**src/rtl/ahb_bm_input_stage.sv**
```systemverilog
// ahb_bm_input_stage: master-facing input stage of the AHB bus matrix; holds and replays a losing address phase.
// Optional HAUSER capture/forwarding is enabled by defining AHB_BM_USER_EN (default build ties auser_ip to 0).
module ahb_bm_input_stage #(
   parameter int ADDR_WIDTH = 32,
   parameter int USER_WIDTH = 32
) (
   input  logic                  HCLK,
   input  logic                  HRESETn,
   input  logic                  HSELS,
   input  logic [ADDR_WIDTH-1:0] HADDRS,
   input  logic [USER_WIDTH-1:0] HAUSERS,
   input  logic [1:0]            HTRANSS,
   input  logic                  HWRITES,
   input  logic [2:0]            HSIZES,
   input  logic [2:0]            HBURSTS,
   input  logic [3:0]            HPROTS,
   input  logic [3:0]            HMASTERS,
   input  logic                  HMASTLOCKS,
   input  logic                  HREADYS,
   input  logic                  active_ip,
   input  logic                  readyout_ip,
   input  logic [1:0]            resp_ip,
   output logic                  sel_ip,
   output logic [ADDR_WIDTH-1:0] addr_ip,
   output logic [USER_WIDTH-1:0] auser_ip,
   output logic [1:0]            trans_ip,
   output logic                  write_ip,
   output logic [2:0]            size_ip,
   output logic [2:0]            burst_ip,
   output logic [3:0]            prot_ip,
   output logic [3:0]            master_ip,
   output logic                  mastlock_ip,
   output logic                  held_tran_ip,
   output logic                  HREADYOUTS,
   output logic [1:0]            HRESPS,
   output logic [1:0]            dbg_state    // 0 IDLE, 1 WAIT, 2 DATA
);

   typedef enum logic [1:0] {
      ST_IDLE = 2'd0,
      ST_WAIT = 2'd1,
      ST_DATA = 2'd2
   } state_e;

   typedef struct packed {
      logic                  sel;
      logic [ADDR_WIDTH-1:0] addr;
      logic [1:0]            trans;
      logic                  write;
      logic [2:0]            size;
      logic [2:0]            burst;
      logic [3:0]            prot;
      logic [3:0]            master;
      logic                  mastlock;
   } ctrl_t;

   state_e state_q, state_d;
   logic   pend_q, pend_d;
   ctrl_t  hold_q, hold_d;
   ctrl_t  live, cur;
   logic   trans_valid, accept, load;

   // Handshake: held_tran_ip is the request; a request is consumed in the
   // cycle where active_ip and readyout_ip are both high alongside it.
   assign trans_valid  = HSELS & HTRANSS[1] & HREADYS;
   assign held_tran_ip = pend_q | trans_valid;
   assign accept       = held_tran_ip & active_ip & readyout_ip;
   assign load         = trans_valid & ~accept & ~pend_q;

   always_comb begin
      live.sel      = HSELS;
      live.addr     = HADDRS;
      live.trans    = HTRANSS;
      live.write    = HWRITES;
      live.size     = HSIZES;
      live.burst    = HBURSTS;
      live.prot     = HPROTS;
      live.master   = HMASTERS;
      live.mastlock = HMASTLOCKS;
   end

   assign hold_d = load ? live : hold_q;
   assign pend_d = accept ? 1'b0 : (load ? 1'b1 : pend_q);
   assign cur    = pend_q ? hold_q : live;

   assign sel_ip      = cur.sel;
   assign addr_ip     = cur.addr;
   assign trans_ip    = cur.trans;
   assign write_ip    = cur.write;
   assign size_ip     = cur.size;
   assign burst_ip    = cur.burst;
   assign prot_ip     = cur.prot;
   assign master_ip   = cur.master;
   assign mastlock_ip = cur.mastlock;
   assign dbg_state   = state_q;

`ifdef AHB_BM_USER_EN
   logic [USER_WIDTH-1:0] hold_auser_q, hold_auser_d;

   assign hold_auser_d = load ? HAUSERS : hold_auser_q;
   assign auser_ip     = pend_q ? hold_auser_q : HAUSERS;

   always_ff @(posedge HCLK or negedge HRESETn) begin
      if (!HRESETn) hold_auser_q <= '0;
      else          hold_auser_q <= hold_auser_d;
   end
`else
   logic unused_hausers;

   assign unused_hausers = ^HAUSERS;
   assign auser_ip       = '0;
`endif

   always_comb begin
      state_d    = state_q;
      HREADYOUTS = 1'b1;
      HRESPS     = 2'b00;
      case (state_q)
         ST_IDLE: begin
            if (trans_valid) state_d = accept ? ST_DATA : ST_WAIT;
         end
         ST_WAIT: begin
            HREADYOUTS = 1'b0;
            if (accept) state_d = ST_DATA;
         end
         ST_DATA: begin
            // Slave owns the response; the next address phase is only sampled when it completes.
            HREADYOUTS = readyout_ip;
            HRESPS     = resp_ip;
            if (readyout_ip) begin
               if (trans_valid) state_d = accept ? ST_DATA : ST_WAIT;
               else             state_d = ST_IDLE;
            end
         end
         default: state_d = ST_IDLE;
      endcase
   end

   always_ff @(posedge HCLK or negedge HRESETn) begin
      if (!HRESETn) begin
         state_q <= ST_IDLE;
         pend_q  <= 1'b0;
         hold_q  <= '0;
      end else begin
         state_q <= state_d;
         pend_q  <= pend_d;
         hold_q  <= hold_d;
      end
   end

endmodule

```
**config.mk**
```make
export PLATFORM = sky130hd
export DESIGN_NAME = ahb_bm_input_stage
export DESIGN_NICKNAME = d
export VERILOG_FILES = /design/src/rtl/ahb_bm_input_stage.sv
export SDC_FILE = /design/constraint.sdc
export NUM_CORES = 1
export LEC_CHECK = 0
export ABC_CLOCK_PERIOD_IN_PS = 2200
export BUFFER_PORTS_ARGS = -buffer_cell sky130_fd_sc_hd__buf_2
export CELL_PAD_IN_SITES_DETAIL_PLACEMENT = 0
export CELL_PAD_IN_SITES_GLOBAL_PLACEMENT = 1
export CORE_ASPECT_RATIO = 1.2
export CORE_UTILIZATION = 26
export CTS_BUF_LIST = sky130_fd_sc_hd__clkbuf_4
export DETAILED_ROUTE_END_ITERATION = 7
export PLACE_DENSITY_LB_ADDON = 0.3
export RECOVER_POWER = 100
export SYNTH_ARGS = -nofsm -noshare
export SYNTH_HDL_FRONTEND = slang
export SYNTH_SLANG_ARGS = --single-unit
```
**constraint.sdc**
```tcl
create_clock -name HCLK -period 2.2 [get_ports HCLK]
set_input_delay 0.44 -clock HCLK [delete_from_list [all_inputs] [get_ports HCLK]]
set_output_delay 0.44 -clock HCLK [all_outputs]
set_load 0.005 [all_outputs]
```
==> key figures, run 1 <==
Run status
  • Status: completed

Layout
  • Multi-input logic area: 0.001364 mm2
  • Share of cells above drive strength 1: 0.5910
  • Layout Cells excl Fill: 489
  • Diode count: 0
  • Synth-to-layout area growth: 20.87%
  • FF/Latch Area: 0.001355 mm2
  • Nets: 424
  • # fillers: 1,169

Synth
  • Synth Instances: 219
  • Synth top cells by count: mux2_2 (82), dfrtp_1 (54), buf_4 (32), mux2_4 (10), mux2_1 (8)
  • Simple-gate area share of the yosys netlist: 0.02735
  • Largest family of logic cells by synthesized area: multiplexers
  • Seq cells post-synth: 54
  • Distinct cell type count after synthesis: 20
  • Largest area contributor in the netlist: dfrtp_1
  • FFs w/ async S/R, synth: 1.000
  • Top FF cell, synth: dfrtp_1
  • Adder-Cell Fraction of Synth Area: 0
  • Synth Area in Compound Gates: 0.01220
  • Seq/Total Area, Yosys: 0.4544
  • Cell Area, Synth: 0.002974 mm2
  • Synth area leaders: dfrtp_1 (45%), mux2_2 (31%), buf_4 (8.1%)
  • Yosys warning count: 0
  • Multiplexer share of the synthesized area: 0.3912
  • Top cell type's share of synthesized area: 0.4544
  • Most common cell in the netlist: mux2_2
  • Xor/xnor share of the synthesized area: 0
  • Post-synth EDFFs: 0
  • Mapped Avg Cell Area: 13.58 um2

Critical path
  • R2R cell count: 4
  • Critical path class: reg -> out
  • Req. time, crit path: 1.76 ns
  • Reg2reg setup slack: 0.31 ns
  • Worst-path fanout max: 16
  • CP endpoint kind: output pin
  • CP Launch Type: flip-flop
  • Worst Path Arrival: 1.61 ns
  • R2R Path End: hold_q[40]
  • R2R Path Start: pend_q

Timing
  • Fmax: 0.4889 GHz
  • Fin. Hold Viols: 0
  • Clock Skew: 0.01311 ns
  • Max Slew Vio Count: 0
  • Setup-failing EPs final: 0
  • RSZ-0062 raised after global routing: false
  • Setup_tns: 0 ns
  • Period utilisation layout: 0.9297
  • Tmin final: 2.045 ns
  • Hold WS: 0.2371 ns
  • Worst-Margin Slew: 1.379 ns
  • Slew HR: 0.08082

Drt
  • First drt pass iteration count: 2
  • Vias post-DR: 1,991
  • # DRC: 0
  • Via density per instance: 4.072
  • DRT iter0 DRCs: 44
  • Mean routed wirelength per cell: 11.55 um
  • WL final: 5650 um
  • Final ANT Viol Nets: 0

Power
  • Leakage: 1.666 nW
  • VDD IR max: 0.2127 mV
  • Power per cell area: 712.4 mW/mm2

Floorplan
  • Die area: 0.01187 mm2
  • Core footprint: 0.01109 mm2
  • Num ports: 179
  • Die width: 99.64 um
  • Starting Density: 0.2682
  • Die height: 119.2 um
  • FP Rows: 42

Global routing
  • Vias in the first global route: 1,863
  • Grt ovf: 0
  • GRT Total Usage: 0.09738
  • Global-route wire length before repair: 9045 um
  • Antenna violations before repair: 0
  • Largest net degree at the start of global routing: 31

Clock tree
  • Total CTS buffers: 5
  • Hold bufs inserted after CTS: 0
  • CTS H-Tree Depth: 2
  • Reg clk slew, reported paths: 0.14 ns
  • Clock Sinks: 54
  • Root Buffer: clkbuf_4
  • Max Buffers Root-to-Sink: 2
  • Clk_lat worst skew: 0.38 ns
  • CTS tree: done

Placed design
  • Placed cells: 480
  • Final GP Congestion: 0.7007
  • I/O Buffers: 114
  • Post-DP HPWL: 4178 um

Worst hold path
  • Worst Hold Depth: 2
  • HP Class: in -> reg
  • Worst Hold Endpoint: pend_q
  • HP Start: active_ip

Run
  • Max-cap violations: 0
## per-stage QoR
step	cell area, um2	util	power, mW	setup WS (ns)
final	3595	0.3242	2.561	0.1547
after global routing	3595	0.3242	2.779	0.03633
after CTS	3672	0.3312	2.696	0.01062
after detailed placement	3616	0.3261	2.222	0.3359
after global placement	3616	0.3261	2.206	0.3288
after floorplan	3090	-	1.929	0.6640
## worst max-delay path, cell delays in order (launching register included)
cell     delay, ns
dfrtp_4       0.49
buf_4         0.25
mux2_2        0.36
buf_2         0.13
## cell families after synthesis
logic type      count (synthesis)
compound gates                  6
buf+inv                        46
flops                          54
mux                           100
other cells                     1
simple gates                   12
## repair_timing
item / 4_1_cts / 5_1_grt
pin swaps: 0 / 0
gates cloned: 0 / 0
setup buffers: 0 / 1
gates resized for setup: 1 / 0
setup endpoints to repair: 28 / 28
## state kept, by name, summed over array words and instances (netlist names)
| signal | count |
|---|---|
| hold_q | 51 |
| dbg_state | 2 |
| pend_q | 1 |
## report_power, final
group | total, mW | internal [mW] | switching, mW
Clock | 0.439 | 0.133 | 0.306
Sequential | 1.36 | 1.24 | 0.119
Combinational | 0.759 | 0.463 | 0.296
## layout by cell type, fill, tap and decap left out
| cell | count |
|---|---|
| a31oi_1 | 1 |
| clkinv_1 | 1 |
| buf_12 | 2 |
| dfrtp_4 | 1 |
| clkinv_2 | 1 |
| nand3_2 | 1 |
| clkbuf_4 | 7 |
| nand2_1 | 2 |
| nor2_1 | 1 |
| a211oi_1 | 2 |
| buf_4 | 2 |
| clkbuf_1 | 16 |
| a21oi_1 | 3 |
| conb_1 | 32 |
| nor3_1 | 2 |
| nor3b_4 | 1 |
| inv_1 | 3 |
| or2_2 | 2 |
| mux2_2 | 82 |
| mux2_1 | 18 |
| buf_2 | 98 |
| or3_1 | 1 |
| dfrtp_1 | 53 |
| clkbuf_2 | 1 |
| and3_1 | 2 |
## cell type report
| class | count | share of cell area |
|---|---|---|
| clock buffer | 6 | 0.01253 |
| clock inverter | 2 | 0.002436 |
| inverter | 3 | 0.003133 |
| multi-input combinational | 150 | 0.3794 |
| sequential | 54 | 0.3770 |
| tap | 154 | 0.05360 |
| timing repair buffer | 120 | 0.1719 |
## worst max path at each step
| stage | cells after the start | slack (ns) | end | from |
|---|---|---|---|---|
| CTS | 3 | 0.01 | burst_ip[2] | pend_q |
| detailed placement | 5 | 0.34 | hold_q[16] | HTRANSS[1] |
| global route | 2 | 0.04 | hold_q[2] | HRESETn |
| floorplan | 4 | 0.66 | hold_q[28] | HREADYS |
| finish | 3 | 0.15 | master_ip[0] | pend_q |
| global placement | 5 | 0.33 | hold_q[16] | HTRANSS[1] |
## metal layers
layer  routed length, um  vias up  global-route usage
met3                 436        5             0.02993
met4                  81        0             0.03585
met1                2349      967              0.1188
met2                2783       84              0.1606
met5                   0        -                   0
li1                    -      935                   -
No activity file was read; power rests on OpenSTA's default activity.
==> run 2: changes to the inputs <==
--- a/config.mk
+++ b/config.mk
@@ -5,7 +5,7 @@
 export SDC_FILE = /design/constraint.sdc
 export NUM_CORES = 1
 export LEC_CHECK = 0
-export ABC_CLOCK_PERIOD_IN_PS = 2200
+export ABC_CLOCK_PERIOD_IN_PS = 2540
 export BUFFER_PORTS_ARGS = -buffer_cell sky130_fd_sc_hd__buf_2
 export CELL_PAD_IN_SITES_DETAIL_PLACEMENT = 0
 export CELL_PAD_IN_SITES_GLOBAL_PLACEMENT = 1
==> constraint.sdc (replaced) <==
create_clock -name HCLK -period 2.54 [get_ports HCLK]
set_input_delay 0.508 -clock HCLK [delete_from_list [all_inputs] [get_ports HCLK]]
set_output_delay 0.508 -clock HCLK [all_outputs]
set_load 0.005 [all_outputs]
==> run 2 against run 1 <==
Clock-buffer cell count grew 2. Final area shrank 0.73%. Critical path type unchanged. Largest cell class is now registers. Register-to-register slack gained 0.09 ns. Combinational power shrank 16%.
==> key figures, run 2 (synthesis results as in run 1) <==
Run status
  • Status: completed

Critical path
  • CP Launch Type: flip-flop
  • Worst Path Arrival: 1.87 ns (+0.26 ns)
  • Worst-path fanout max: 25 (+9)
  • Req. time, crit path: 2.03 ns (+0.27 ns)
  • CP endpoint kind: output pin
  • Critical path class: reg -> out

Global routing
  • Met2 global-route usage: 0.1680 (+0.007378)
  • Met3 Use GR: 0.02289 (-0.007042)
  • Vias in the first global route: 1,939 (+4.1%)
  • Antenna violations before repair: 0 (unchanged)
  • Global-route wire length before repair: 9335 um (+3.2%)
  • Met1 Use GR: 0.1219 (+0.003025)
  • Largest net degree at the start of global routing: 31 (unchanged)
  • Gr busiest metal: met2
  • GRT Total Usage: 0.09829 (+0.0009129)
  • Grt ovf: 0 (unchanged)

Drt
  • # DRC: 0 (unchanged)
  • Mean routed wirelength per cell: 11.59 um (+0.34%)
  • Via density per instance: 4.074 (about the same)
  • Vias post-DR: 1,992 (+0.050%)
  • DRT iter0 DRCs: 61 (+39%)
  • Final ANT Viol Nets: 0 (unchanged)
  • First drt pass iteration count: 2 (unchanged)
  • WL final: 5669 um (+0.34%)

Layout
  • Synth-to-layout area growth: 19.98%
  • Nets: 424 (unchanged)
  • Most frequent cells in the layout: buf_2 (98), mux2_2 (82), dfrtp_1 (53), conb_1 (32), mux2_1 (18)
  • Layout Cells excl Fill: 489 (unchanged)
  • Largest register by flop count: hold_q
  • Most common cell after layout, fill and taps aside: buf_2
  • Diode count: 0 (unchanged)
  • Max reg flops: 51 (unchanged)
  • Share of cells above drive strength 1: 0.5881 (-0.002985)
  • # fillers: 1,172 (+0.26%)

Timing
  • Fin. Hold Viols: 0 (unchanged)
  • Tmin final: 2.380 ns
  • Clock Skew: 0.01196 ns (-0.001149 ns)
  • Worst-Margin Slew: 1.350 ns (-0.02843 ns)
  • Max Slew Vio Count: 0 (unchanged)
  • Slew HR: 0.09977 (+0.01895)
  • Period utilisation layout: 0.9369
  • Setup-failing EPs final: 0 (unchanged)
  • Setup_tns: 0 ns (unchanged)
  • RSZ-0062 raised after global routing: false
  • Fmax: 0.4202 GHz

Clock tree
  • Total CTS buffers: 5 (unchanged)
  • Clk_lat worst skew: 0.36 ns (-0.02 ns)
  • Postcts setup bufs: 0 (unchanged)
  • Root Buffer: clkbuf_4
  • Reg clk slew, reported paths: 0.15 ns (about the same)
  • Clock Sinks: 54 (unchanged)
  • Max Buffers Root-to-Sink: 2 (unchanged)
  • CTS H-Tree Depth: 2 (unchanged)
  • CTS tree: done

Floorplan
  • Num ports: 179 (unchanged)
  • Die width: 99.64 um (unchanged)
  • FP Rows: 42 (unchanged)
  • Die area: 0.01187 mm2 (unchanged)
  • Core footprint: 0.01109 mm2 (unchanged)
  • Starting Density: 0.2682 (unchanged)
  • Die height: 119.2 um (unchanged)

Power
  • Power per cell area: 625.7 mW/mm2 (-12%)
  • Leakage: 1.658 nW (-0.50%)
  • VDD IR max: 0.2281 mV (+7.3%)

Run
  • Max-cap violations: 0 (unchanged)

Placed design
  • Placed cells: 481 (+0.21%)
  • I/O Buffers: 114 (unchanged)
  • Post-DP HPWL: 4172 um (-0.15%)
  • Final GP Congestion: 0.6926 (-1.2%)

Worst hold path
  • HP Class: in -> reg
run 2: changes by cell type in the layout (fill, tap and decap cells not counted):
cell and delta:
buf_4 -2, clkbuf_2 +2, clkinv_1 -1, nor3b_4 -1, clkinv_2 -1, buf_12 -1, clkbuf_1 +1, nor3b_1 +1
clkbuf_4 +2
run 2: per-layer routing:
layer | up-vias | part of all wire
li1 | 937 | -
met1 | 965 | 0.42
met2 | 84 | 0.50
met3 | 6 | 0.070
met4 | 0 | 0.011
met5 | - | 0
run 2: layout make-up:
type                       count  area [um2]  share of cell area
sequential                    54        1355              0.3797
multi-input combinational    150        1353              0.3790
timing repair buffer         120       596.8              0.1673
tap                          154       192.7             0.05400
clock buffer                   8       60.06             0.01683
inverter                       3       11.26            0.003156
run 2: power breakdown:
part	internal, mW	switching, mW	total, mW
clock	0.143	0.258	0.401
sequential	1.08	0.118	1.19
combinational	0.395	0.242	0.637
total	1.62	0.618	2.23
run 2: final timing paths:
check	to	depth (start not counted)	slack [ns]	from
min in group asynchronous	hold_q[42]	2	0.50	HRESETn
hold / removal	pend_q	2	0.32	active_ip
setup reg to reg	hold_q[8]	3	0.40	pend_q
hold reg to reg	hold_q[17]	1	0.48	hold_q[17]
setup / recovery	addr_ip[21]	3	0.16	pend_q
max in group asynchronous	hold_q[6]	3	0.58	HRESETn
run 2: repair_timing:
| item | CTS | global route |
|---|---|---|
| gates resized for setup | 1 | 0 |
| setup endpoints to repair | 12 | 0 |
| hold buffers | 0 | 0 |
| endpoints found under the hold margin | 0 | 0 |
run 2: critical path: stages, from the launching register on:
cell and delay, ns:
dfrtp_4 0.69, clkbuf_4 0.33, mux2_2 0.36, buf_2 0.13
run 2: per-stage QoR:
step           instance area, um2  utilization  total power [mW]  hold WS, ns  setup slack, ns
6_report                     3568       0.3218             2.233       0.3179           0.1603
5_1_grt                      3568       0.3218             2.409       0.2824          0.04260
4_1_cts                      3649       0.3290             2.342      0.08416           0.1318
3_5_place_dp                 3586       0.3234             1.914       0.4545           0.4231
3_3_place_gp                 3586       0.3234             1.900       0.4454           0.4172
2_1_floorplan                3090            -             1.671       0.2124           0.9360
==> run 3: changes to the inputs <==
--- a/config.mk
+++ b/config.mk
@@ -15,6 +15,7 @@
 export DETAILED_ROUTE_END_ITERATION = 7
 export PLACE_DENSITY_LB_ADDON = 0.3
 export RECOVER_POWER = 100
+export SKIP_LAST_GASP = 1
 export SYNTH_ARGS = -nofsm -noshare
 export SYNTH_HDL_FRONTEND = slang
 export SYNTH_SLANG_ARGS = --single-unit
==> constraint.sdc (replaced) <==
create_clock -name HCLK -period 2.54 [get_ports HCLK]
set_input_delay 0.127 -clock HCLK [delete_from_list [all_inputs] [get_ports HCLK]]
set_output_delay 0.127 -clock HCLK [all_outputs]
set_load 0.005 [all_outputs]
==> run 3 against run 2 <==
Largest cell class unchanged. Global-route usage rose by 0.66 points. Flip-flop and latch count did not move. Power rose by 6.1%.
==> key figures, run 3 (synthesis results as in run 1) <==
Run status
  • Status: completed

Placed design
  • Final GP Congestion: 0.6945 (+0.27%)
  • I/O Buffers: 114 (unchanged)
  • Post-DP HPWL: 4131 um (-0.97%)

Critical path
  • Worst setup path endpoint: addr_ip[11]
  • Worst-path fanout max: 28 (+12%)
  • CP Launch Type: flip-flop
  • Crit. path cell count: 3 (unchanged)
  • Req. time, crit path: 2.41 ns (+0.38 ns)
  • Crit path from: pend_q
  • Reg2reg setup slack: 0.51 ns (+0.11 ns)
  • R2R Path Start: pend_q
  • Critical-path cell list: clkbuf_2, mux2_2, buf_2
  • Cell family with most CP delay: buffers and inverters
  • Buf/Inv on CP: 2 (unchanged)
  • CP endpoint kind: output pin
  • R2R Path End: pend_q
  • R2R cell count: 4 (+1)
  • CP max-delay cell: clkbuf_2
  • Worst Path Arrival: 1.91 ns (+0.04 ns)
  • Critical path class: reg -> out
  • Largest stage delay, worst path: 0.59 ns (-0.10 ns)

Global routing
  • Largest net degree at the start of global routing: 38 (+23%)
  • Global-route wire length before repair: 9970 um (+6.8%)
  • Antenna violations before repair: 0 (unchanged)
  • Vias in the first global route: 2,143 (+11%)
  • Grt ovf: 0 (unchanged)
  • GRT Total Usage: 0.1049 (+0.006624)

Clock tree
  • Clk_lat worst skew: 0.38 ns (+0.02 ns)
  • Post-cts repair resize count: 0 (-1)
  • Postcts setup bufs: 0 (unchanged)
  • Reg clk slew, reported paths: 0.16 ns (about the same)
  • Hold bufs inserted after CTS: 52 (+52)
  • Total CTS buffers: 5 (unchanged)
  • Max Buffers Root-to-Sink: 2 (unchanged)
  • Root Buffer: clkbuf_4
  • CTS tree: done
  • Clock Sinks: 54 (unchanged)
  • CTS H-Tree Depth: 2 (unchanged)

Worst hold path
  • HP Class: in -> reg
  • Worst Hold Depth: 3 (+1)

Power
  • Part of the power in the clock network: 0.203 (+0.023)
  • Power per cell area: 580.3 mW/mm2 (-7.3%)
  • Share of power burned in registers: 0.496 (-0.039)
  • Sw frac: 0.2725 (-0.004175)
  • Logic gate share of total power: 0.301 (+0.016)
  • Total power: 2.368 mW (+6.1%)
  • Internal power: 1.723 mW (+6.7%)
  • VDD IR max: 0.2203 mV (-3.4%)
  • Leakage: 1.876 nW (+13%)
  • Switching pwr: 0.6452 mW (+4.5%)

Layout
  • Nets: 475 (+12%)
  • Share of cells above drive strength 1: 0.5078 (-0.08029)
  • Most frequent cells in the layout: buf_2 (98), mux2_2 (82), dfrtp_1 (53), dlygate4sd3_1 (52), conb_1 (32)
  • Most common cell after layout, fill and taps aside: buf_2
  • Max reg flops: 51 (unchanged)
  • Diode count: 0 (unchanged)
  • Layout Utilization: 0.3681 (+0.04626)
  • Largest register by flop count: hold_q
  • Synth-to-layout area growth: 37.23%

Drt
  • WL final: 6164 um (+8.7%)
  • Vias post-DR: 2,170 (+8.9%)
  • Mean routed wirelength per cell: 11.41 um (-1.5%)
  • DRT iter0 DRCs: 63 (+3.3%)
  • First drt pass iteration count: 3 (+1)
  • # DRC: 0 (unchanged)
  • Via density per instance: 4.019 (-1.4%)
  • Final ANT Viol Nets: 0 (unchanged)

Floorplan
  • Starting Density: 0.2682 (unchanged)
  • Die height: 119.2 um (unchanged)
  • Die width: 99.64 um (unchanged)
  • FP Rows: 42 (unchanged)
  • Core footprint: 0.01109 mm2 (unchanged)
  • Num ports: 179 (unchanged)
  • Die area: 0.01187 mm2 (unchanged)

Timing
  • Period utilisation layout: 0.8015 (-0.1354)
  • Fmax: 0.4912 GHz (+17%)
  • Setup_tns: 0 ns (unchanged)
  • Worst-Margin Slew: 0.9748 ns (-0.3756 ns)
  • Fin. Hold Viols: 0 (unchanged)
  • RSZ-0062 raised after global routing: false
  • Slew HR: 0.3501 (+0.2504)
  • Setup-failing EPs final: 0 (unchanged)
  • Tmin final: 2.036 ns (-0.3439 ns)
  • Clock Skew: 0.008449 ns (-0.003514 ns)
  • Max Slew Vio Count: 0 (unchanged)

Run
  • Max-cap violations: 0 (unchanged)
## run 3: how the worst min path moves through the flow
stage	start	endpoint	slack (ns)
floorplan	HRESETn	dbg_state[0]	-0.17
global placement	HRESETn	hold_q[45]	0.30
detailed placement	HRESETn	hold_q[45]	0.29
CTS	readyout_ip	dbg_state[0]	0.04
global route	HSELS	dbg_state[0]	0.05
finish	HSELS	dbg_state[0]	0.06
## run 3: per-stage QoR
step / setup slack (ns) / area [um2] / instances / hold slack, ns
detailed placement: 0.9872 / 3566 / 480 / 0.2934
floorplan: 1.054 / 3090 / 250 / -0.1686
global placement: 0.9766 / 3566 / 480 / 0.2969
finish: 0.5042 / 4081 / 540 / 0.05916
CTS: 0.6507 / 4164 / 540 / 0.04219
global route: 0.3581 / 4081 / 540 / 0.04992
## run 3: power groups by stage
stage,combinational (mW),clock [mW],sequential [mW]
floorplan,0.503,0,1.17
global placement,0.702,0,1.19
detailed placement,0.712,0,1.20
CTS,0.777,0.518,1.18
global route,0.795,0.543,1.21
finish,0.714,0.480,1.17
## run 3: layout make-up
class / count / area [um2]
well taps: 154 / 192.7
fillers: 1133 / 7007
repair buffers: 171 / 1095
clock buffers: 5 / 37.54
clock inverters: 3 / 40.04
flip-flops and latches: 54 / 1353
multi-input cells: 150 / 1353
inverters: 3 / 11.26
## run 3: tightest hold or removal path, cell delays in order
cell and delay [ns]:
buf_2 0.11, nand3_2 0.09, a211oi_1 0.09
## run 3: per-layer routing
layer	vias up	track usage	wire (um)
li1	1038	-	-
met1	1041	0.1193	2610
met2	86	0.1888	3094
met3	5	0.02817	384
met4	0	0.03309	75
met5	-	0	0
